--- config.mk ---
export PLATFORM = sky130hd
export DESIGN_NAME = rv_iommu_mmio_regs
export DESIGN_NICKNAME = d
export VERILOG_FILES = /design/src/rtl/rv_iommu_mmio_regs.sv
export SDC_FILE = /design/constraint.sdc
export NUM_CORES = 1
export LEC_CHECK = 0
export ABC_AREA = 1
export BUFFER_PORTS_ARGS = -buffer_cell sky130_fd_sc_hd__buf_2
export CORE_MARGIN = 2
export CORE_UTILIZATION = 30
export CTS_BUF_LIST = sky130_fd_sc_hd__clkbuf_8
export DETAILED_ROUTE_END_ITERATION = 8
export HOLD_SLACK_MARGIN = 0.1
export REMOVE_ABC_BUFFERS = 1
export SYNTH_ARGS = -nofsm -noshare
export SYNTH_HDL_FRONTEND = slang
export SYNTH_SLANG_ARGS = --single-unit
--- constraint.sdc ---
create_clock -name clk -period 3.8 [get_ports clk]
set_input_delay 0 -clock clk [delete_from_list [all_inputs] [get_ports clk]]
set_output_delay 0 -clock clk [all_outputs]
set_load 0.05 [all_outputs]
--- src/rtl/rv_iommu_mmio_regs.sv ---
// Purpose: APB MMIO register file for the IOMMU. It holds CAPS, FCTRL, DDTP (with a shadow
//          copy for the walker), CQB, CQH/CQT and CQCSR.
// Latency: zero APB wait states. Read data is combinational in the access phase. Register
//          updates land on the clk edge that ends the access phase.
// Backpressure: none. pready is high for every access phase. Unmapped offsets return pslverr.
//
// Ports:
//   APB slave:    psel, penable, pwrite, paddr, pwdata, [pstrb], prdata, pready, pslverr
//   Walker:       ddtp_mode_o, ddtp_ppn_o (shadow copy), ddtp_stall_req_o, ddtp_pgwk_idle_i
//   CQ engine:    cq_ppn_o, cq_log2sz_o, cq_on_o, cq_head_o, cq_tail_o,
//                 cq_head_inc_i, cq_mf_i, cq_ill_i
// Build option:   IOMMU_MMIO_WSTRB_EN adds the pstrb port and enables per-byte write strobes.
//                 Without it, every write is a full 64-bit write.

module rv_iommu_mmio_regs #(
    parameter int          ADDR_W   = 12,
    parameter int          PPN_W    = 44,
    parameter int          CQ_IDX_W = 12,
    parameter logic [63:0] CAPS     = 64'h0
) (
    input  logic                clk,
    input  logic                rst_n,
    input  logic                psel,
    input  logic                penable,
    input  logic                pwrite,
    input  logic [ADDR_W-1:0]   paddr,
    input  logic [63:0]         pwdata,
`ifdef IOMMU_MMIO_WSTRB_EN
    input  logic [7:0]          pstrb,
`endif
    output logic [63:0]         prdata,
    output logic                pready,
    output logic                pslverr,
    output logic [3:0]          ddtp_mode_o,
    output logic [PPN_W-1:0]    ddtp_ppn_o,
    output logic                ddtp_stall_req_o,
    input  logic                ddtp_pgwk_idle_i,
    output logic [PPN_W-1:0]    cq_ppn_o,
    output logic [4:0]          cq_log2sz_o,
    output logic                cq_on_o,
    output logic [CQ_IDX_W-1:0] cq_head_o,
    output logic [CQ_IDX_W-1:0] cq_tail_o,
    input  logic                cq_head_inc_i,
    input  logic                cq_mf_i,
    input  logic                cq_ill_i
);

    localparam logic [8:0] OFS_CAPS  = 9'h000;   // 0x00
    localparam logic [8:0] OFS_FCTRL = 9'h001;   // 0x08
    localparam logic [8:0] OFS_DDTP  = 9'h002;   // 0x10
    localparam logic [8:0] OFS_CQB   = 9'h003;   // 0x18
    localparam logic [8:0] OFS_CQHT  = 9'h004;   // 0x20
    localparam logic [8:0] OFS_CQCSR = 9'h009;   // 0x48
    localparam logic [4:0] LOG2_MAX  = 5'(CQ_IDX_W - 1);

    // State
    logic [3:0]          ddtp_mode_q, ddtp_mode_d;
    logic [PPN_W-1:0]    ddtp_ppn_q,  ddtp_ppn_d;
    logic                ddtp_busy_q, ddtp_busy_d;
    logic [3:0]          sh_mode_q,   sh_mode_d;
    logic [PPN_W-1:0]    sh_ppn_q,    sh_ppn_d;
    logic [4:0]          cqb_log2_q,  cqb_log2_d;
    logic [PPN_W-1:0]    cqb_ppn_q,   cqb_ppn_d;
    logic [CQ_IDX_W-1:0] cq_head_q,   cq_head_d;
    logic [CQ_IDX_W-1:0] cq_tail_q,   cq_tail_d;
    logic                cqen_q,      cqen_d;
    logic                cqon_q,      cqon_d;
    logic                cq_busy_q,   cq_busy_d;
    logic                cqmf_q,      cqmf_d;
    logic                cmd_ill_q,   cmd_ill_d;

    // APB decode. Reset gates the access so that the APB outputs read 0 during reset.
    logic        access;
    logic        hit;
    logic [8:0]  ofs;
    logic [63:0] rdata;
    logic [63:0] wmask;
    logic        strb0;

    assign access = psel & penable & rst_n;
    assign ofs    = paddr[11:3];

`ifdef IOMMU_MMIO_WSTRB_EN
    always_comb begin
        wmask = '0;
        for (int i = 0; i < 8; i++) begin
            wmask[8*i +: 8] = {8{pstrb[i]}};
        end
    end
    assign strb0 = pstrb[0];
`else
    assign wmask = '1;
    assign strb0 = 1'b1;
`endif

    logic wr_ddtp, wr_cqb, wr_cqt, wr_cqcsr;
    assign wr_ddtp  = access & pwrite & (ofs == OFS_DDTP);
    assign wr_cqb   = access & pwrite & (ofs == OFS_CQB);
    assign wr_cqt   = access & pwrite & (ofs == OFS_CQHT);
    assign wr_cqcsr = access & pwrite & (ofs == OFS_CQCSR);

    // Byte-merged write values. Bytes without a strobe keep the current register contents.
    logic [3:0]          ddtp_mode_w;
    logic [PPN_W-1:0]    ddtp_ppn_w;
    logic [4:0]          cqb_log2_w;
    logic [PPN_W-1:0]    cqb_ppn_w;
    logic [CQ_IDX_W-1:0] cq_tail_w;
    logic                cqen_w, clr_mf, clr_ill;

    assign ddtp_mode_w = (ddtp_mode_q & ~wmask[3:0]) | (pwdata[3:0] & wmask[3:0]);
    assign ddtp_ppn_w  = (ddtp_ppn_q & ~wmask[10 +: PPN_W]) | (pwdata[10 +: PPN_W] & wmask[10 +: PPN_W]);
    assign cqb_log2_w  = (cqb_log2_q & ~wmask[4:0]) | (pwdata[4:0] & wmask[4:0]);
    assign cqb_ppn_w   = (cqb_ppn_q & ~wmask[10 +: PPN_W]) | (pwdata[10 +: PPN_W] & wmask[10 +: PPN_W]);
    assign cq_tail_w   = (cq_tail_q & ~wmask[32 +: CQ_IDX_W]) | (pwdata[32 +: CQ_IDX_W] & wmask[32 +: CQ_IDX_W]);
    assign cqen_w      = wmask[0] ? pwdata[0] : cqen_q;
    assign clr_mf      = pwdata[8]  & wmask[8];
    assign clr_ill     = pwdata[10] & wmask[10];

    // The index mask is 2^(log2sz+1)-1. log2sz is clamped on write, so the mask stays in range.
    logic [CQ_IDX_W-1:0] idx_mask;
    always_comb begin
        idx_mask = '0;
        for (int i = 0; i < CQ_IDX_W; i++) begin
            idx_mask[i] = (5'(i) <= cqb_log2_q);
        end
    end

    // Read mux
    always_comb begin
        rdata = '0;
        hit   = 1'b1;
        case (ofs)
            OFS_CAPS:  rdata = CAPS;
            OFS_FCTRL: rdata = '0;
            OFS_DDTP: begin
                rdata[3:0]        = ddtp_mode_q;
                rdata[4]          = ddtp_busy_q;
                rdata[10 +: PPN_W] = ddtp_ppn_q;
            end
            OFS_CQB: begin
                rdata[4:0]        = cqb_log2_q;
                rdata[10 +: PPN_W] = cqb_ppn_q;
            end
            OFS_CQHT: begin
                rdata[0  +: CQ_IDX_W] = cq_head_q;
                rdata[32 +: CQ_IDX_W] = cq_tail_q;
            end
            OFS_CQCSR: begin
                rdata[0]  = cqen_q;
                rdata[8]  = cqmf_q;
                rdata[10] = cmd_ill_q;
                rdata[16] = cqon_q;
                rdata[17] = cq_busy_q;
            end
            default: hit = 1'b0;
        endcase
    end

    assign pready  = access;
    assign pslverr = access & ~hit;
    assign prdata  = (access & ~pwrite & hit) ? rdata : 64'h0;

    // Next-state logic
    always_comb begin
        ddtp_mode_d = ddtp_mode_q;
        ddtp_ppn_d  = ddtp_ppn_q;
        ddtp_busy_d = ddtp_busy_q;
        sh_mode_d   = sh_mode_q;
        sh_ppn_d    = sh_ppn_q;
        cqb_log2_d  = cqb_log2_q;
        cqb_ppn_d   = cqb_ppn_q;
        cq_head_d   = cq_head_q;
        cq_tail_d   = cq_tail_q;
        cqen_d      = cqen_q;
        cqon_d      = cqon_q;
        cq_busy_d   = 1'b0;
        cqmf_d      = cqmf_q;
        cmd_ill_d   = cmd_ill_q;

        // Handover to the walker. A write can only be accepted while busy=0, so the
        // handover and a write never collide.
        if (ddtp_busy_q && ddtp_pgwk_idle_i) begin
            sh_mode_d   = ddtp_mode_q;
            sh_ppn_d    = ddtp_ppn_q;
            ddtp_busy_d = 1'b0;
        end
        if (wr_ddtp && !ddtp_busy_q && strb0 && (ddtp_mode_w <= 4'd4)) begin
            ddtp_mode_d = ddtp_mode_w;
            ddtp_ppn_d  = ddtp_ppn_w;
            ddtp_busy_d = 1'b1;
        end

        if (wr_cqb && !cqon_q && !cq_busy_q && strb0) begin
            cqb_log2_d = (cqb_log2_w > LOG2_MAX) ? LOG2_MAX : cqb_log2_w;
            cqb_ppn_d  = cqb_ppn_w;
        end

        if (cqon_q && cq_head_inc_i) begin
            cq_head_d = (cq_head_q + CQ_IDX_W'(1)) & idx_mask;
        end
        if (wr_cqt) begin
            cq_tail_d = cq_tail_w & idx_mask;
        end

        if (wr_cqcsr && clr_mf)  cqmf_d    = 1'b0;
        if (wr_cqcsr && clr_ill) cmd_ill_d = 1'b0;

        // Enable/disable takes one busy cycle. The cqen changes made while busy are dropped.
        if (cq_busy_q) begin
            cqon_d = cqen_q;
            if (cqen_q) begin
                cq_head_d = '0;
                cq_tail_d = '0;
                cqmf_d    = 1'b0;
                cmd_ill_d = 1'b0;
            end
        end else if (wr_cqcsr && (cqen_w != cqon_q)) begin
            cqen_d    = cqen_w;
            cq_busy_d = 1'b1;
        end

        // The hardware set wins over any same-cycle clear.
        if (cq_mf_i)  cqmf_d    = 1'b1;
        if (cq_ill_i) cmd_ill_d = 1'b1;
    end

    always_ff @(posedge clk or negedge rst_n) begin
        if (!rst_n) begin
            ddtp_mode_q <= '0;
            ddtp_ppn_q  <= '0;
            ddtp_busy_q <= 1'b0;
            sh_mode_q   <= '0;
            sh_ppn_q    <= '0;
            cqb_log2_q  <= '0;
            cqb_ppn_q   <= '0;
            cq_head_q   <= '0;
            cq_tail_q   <= '0;
            cqen_q      <= 1'b0;
            cqon_q      <= 1'b0;
            cq_busy_q   <= 1'b0;
            cqmf_q      <= 1'b0;
            cmd_ill_q   <= 1'b0;
        end else begin
            ddtp_mode_q <= ddtp_mode_d;
            ddtp_ppn_q  <= ddtp_ppn_d;
            ddtp_busy_q <= ddtp_busy_d;
            sh_mode_q   <= sh_mode_d;
            sh_ppn_q    <= sh_ppn_d;
            cqb_log2_q  <= cqb_log2_d;
            cqb_ppn_q   <= cqb_ppn_d;
            cq_head_q   <= cq_head_d;
            cq_tail_q   <= cq_tail_d;
            cqen_q      <= cqen_d;
            cqon_q      <= cqon_d;
            cq_busy_q   <= cq_busy_d;
            cqmf_q      <= cqmf_d;
            cmd_ill_q   <= cmd_ill_d;
        end
    end

    assign ddtp_mode_o      = sh_mode_q;
    assign ddtp_ppn_o       = sh_ppn_q;
    assign ddtp_stall_req_o = ddtp_busy_q;
    assign cq_ppn_o         = cqb_ppn_q;
    assign cq_log2sz_o      = cqb_log2_q;
    // A sticky fault stalls the engine. cqon stays visible to software.
    assign cq_on_o          = cqon_q & ~cqmf_q & ~cmd_ill_q;
    assign cq_head_o        = cq_head_q;
    assign cq_tail_o        = cq_tail_q;

    // Address bits below the 64-bit word, plus mask/data bits that no register field uses.
    logic unused_ok;
    assign unused_ok = ^{paddr, pwdata, wmask};

endmodule

==> out/results.ini <==
[synthesis]
synthDominantAreaCellType = sky130_fd_sc_hd__dfrtp_1
synth_top_family_by_area = simple AND/OR/NAND/NOR gates
postSynthRegisterBits = 175
synth_top_flop_cell = sky130_fd_sc_hd__dfrtp_1
yosysUniqueCellTypes = 31
synth_enable_flop_cells = 0
count_of_mapped_cells_out_of_synthesis = 1022
seq_area_frac_synth_pct = 52.0
synth_top_area_share_pct = 52.0
postSynthAreaPerCell_um2 = 8.23
yosys.area_share.xor_xnor_pct = 0.208
yosysMostFrequentCell = sky130_fd_sc_hd__nand2_1
post_synth_mux_area_share_pct = 5.08
post_synth_fa_ha_maj_area_fraction_pct = 0.149
synth.cells.most_frequent = 263 x sky130_fd_sc_hd__nand2_1, 175 x sky130_fd_sc_hd__dfrtp_1, 107 x sky130_fd_sc_hd__inv_1
post_synth_and_or_nand_nor_area_fraction_pct = 23.7
ys_warn_count = 0
synth-compound-area-share_pct = 9.74
synthTopCellsByArea = sky130_fd_sc_hd__dfrtp_1 52%, sky130_fd_sc_hd__nand2_1 12%, sky130_fd_sc_hd__mux2_2 5.1%
async_flop_share_pct = 100
mappedNetlistArea_um2 = 8420

[clocking]
htree_levels = 4
numCtsBuffers = 17
clkSlewWorstSetupHoldPaths_ns = 0.10
post_cts.repair.setup_buffers = 0
cts_resized = 0
tritoncts = yes
worst_case_clock_buffer_depth = 2
cts.sink_count = 175
clk-insertion-delay-late_ns = 0.46
cts_root_buffer = sky130_fd_sc_hd__clkbuf_8
post_cts_hold_buffer_count = 58

[placement]
port_buffers = 246
gp_congestion = 0.857
dpl-instance-area_um2 = 9910
detailedPlacementHpwl_um = 18800

[detailed_routing]
num_vias = 7827
drt_drc_violations_left = 0
post_drt_wl_per_cell_um = 16.6
ant_nets = 0
first_pass_iters = 5
detailedRoute.firstIterationViolations = 517
finalWirelength_um = 28100
post_drt_via_cell_ratio = 4.61

[global_route]
antenna_violations_before_repair = 0
grt_remaining_overflow = 0
global_route_wire_length_before_repair_um = 43100
grt_max_degree = 92
grt_pass1_vias = 7622
globalRouteTotalUtil_pct = 19.2

[power]
power_density_nw_per_um2 = 316
power.static_leakage_nw = 5.87
worst_ir_drop_vdd_mv = 0.229

[critical_path]
arrival_ns = 2.97
worstRegToRegCells = 6
worstPathBufferInverterCount = 1
worst_path_largest_cell_delay_ns = 0.59
cpMaxStageDelayCell = sky130_fd_sc_hd__nand2_4
crit_path_start_kind = flip-flop
timing_worst_setup_path_type = flip-flop to flip-flop
r2r_end = ddtp_mode_q[1]
critPathCaptureType = flip-flop
ff2ff_setup_slack_ns = 1.16
crit-reg2reg-launch = ddtp_stall_req_o
timing.critical_path.cells = nor2_1, nand2_1, dlygate4sd3_1, nor2_2, nand2_4, o21ai_0
worst_ep_required_time_ns = 4.14
critPathTopFamily = simple AND/OR/NAND/NOR gates
cp_max_fo = 91

[layout]
post-route-util_pct = 39.4
post-route-cell-area_um2 = 10900
diodes = 0
post_route_cells_drive_above_1_share_pct = 26.4
layout.nets = 1393
fillerInstances = 2892
area_delta_synth_final_pct = 29.6

[min_path]
min_path_cells = 7
hold_start = penable
min_path_type = input pin to flip-flop
hold_path_end = cq_busy_q

[job]
maxCapViolCount = 0

[timing]
finalCritPeriodShare_pct = 69.4
finalMaxSlewViolations = 0
grt_setup_unrepaired = no
final.hold.worst_slack_ns = 0.222
slew_headroom_pct = 32.1
setup_total_negative_slack_ns = 0
worst_slew_pin_slew_ns = 1.02
finalClockSkew_ns = 0.0195
timing.final.setup_violations = 0
timing.fmax_mhz = 379
final.min_clock_period_ns = 2.64
finalHoldViolations = 0

[floorplan]
die_width_um = 171
coreArea_um2 = 27700
die_height_um = 171
die_area_um2 = 29400
design.portCount = 274
starting_density_of_the_core_pct = 30.4
core.rowCount = 61

[outcome]
run_status = complete, no violations

cell families after synthesis:
family          after synthesis
other cells                   1
flops                       175
compound gates              163
fa+ha+maj                     1
simple gates                473
xor+xnor                      2
buf+inv                     169
mux                          38
placed cells by master, fill, tap and decap left out, drive strengths merged:
cell	n
nor2	108
clkinvlp	1
nor3	5
a31oi	2
clkbuf	17
o22ai	1
bufinv	1
clkinv	10
nand4	10
nor3b	1
buf	258
inv	113
a21oi	46
ha	1
nand2	268
o21ai	114
xor2	2
dfrtp	175
mux2	38
nand3	81
conb	10
dlygate4sd3	58
layer usage:
metal  wire length [um]  global-route usage, %
met1              12600                   25.5
met2              13000                   30.9
met3               1960                   4.60
met4                581                   5.93
met5                  0                      0
report_power, final:
part	switching [W]	total [W]	internal, W
sequential	0.00000348	0.00187	0.00187
clock	0.000797	0.00135	0.000554
combinational	0.000150	0.000230	0.0000801
how the worst max path moves through the flow:
stage,start,end,cells after the start
final,ddtp_stall_req_o,ddtp_mode_q[1],6
after global routing,ddtp_stall_req_o,ddtp_ppn_q[13],6
after floorplan,paddr[11],ddtp_mode_q[0],7
after global placement,paddr[8],prdata[44],10
after CTS,ddtp_stall_req_o,ddtp_mode_q[1],6
after detailed placement,paddr[8],ddtp_mode_q[1],8
flip-flops by register name (all words and copies together), names as in the netlist:
name / count
ddtp_ppn_o: 44
cqon_q: 1
ddtp_ppn_q: 44
cq_ppn_o: 44
cq_head_o: 12
ddtp_mode_o: 4
cq_tail_o: 12
ddtp_stall_req_o: 1
cmd_ill_q: 1
cqmf_q: 1
cq_busy_q: 1
cq_log2sz_o: 5
ddtp_mode_q: 4
cqen_q: 1
per-stage QoR:
| stage | instances | power, W | setup slack (ns) |
|---|---|---|---|
| final | 1698 | 0.00345 | 1.16 |
| after CTS | 1698 | 0.00350 | 1.15 |
| after detailed placement | 1608 | 0.00209 | 1.21 |
| after global placement | 1608 | 0.00209 | 1.26 |
| after global routing | 1698 | 0.00360 | 0.913 |
| after floorplan | 972 | 0.00198 | 0.907 |
cell type report:
class | instances | area [um2] | area share, %
Clock buffer | 17 | 234 | 2.15
Clock inverter | 15 | 178 | 1.63
Multi-Input combinational cell | 687 | 3320 | 30.4
Tap cell | 378 | 473 | 4.34
Sequential cell | 175 | 4380 | 40.2
Inverter | 110 | 413 | 3.79
Timing Repair Buffer | 316 | 1910 | 17.5
worst reg2reg max path, stage by stage (launching register included):
cell                            delay, ns
sky130_fd_sc_hd__dfrtp_1             0.44
sky130_fd_sc_hd__nor2_1              0.11
sky130_fd_sc_hd__nand2_1             0.05
sky130_fd_sc_hd__dlygate4sd3_1       0.57
sky130_fd_sc_hd__nor2_2              0.30
sky130_fd_sc_hd__nand2_4             0.60
sky130_fd_sc_hd__o21ai_0             0.45
Power figures use the tool's default switching activity.
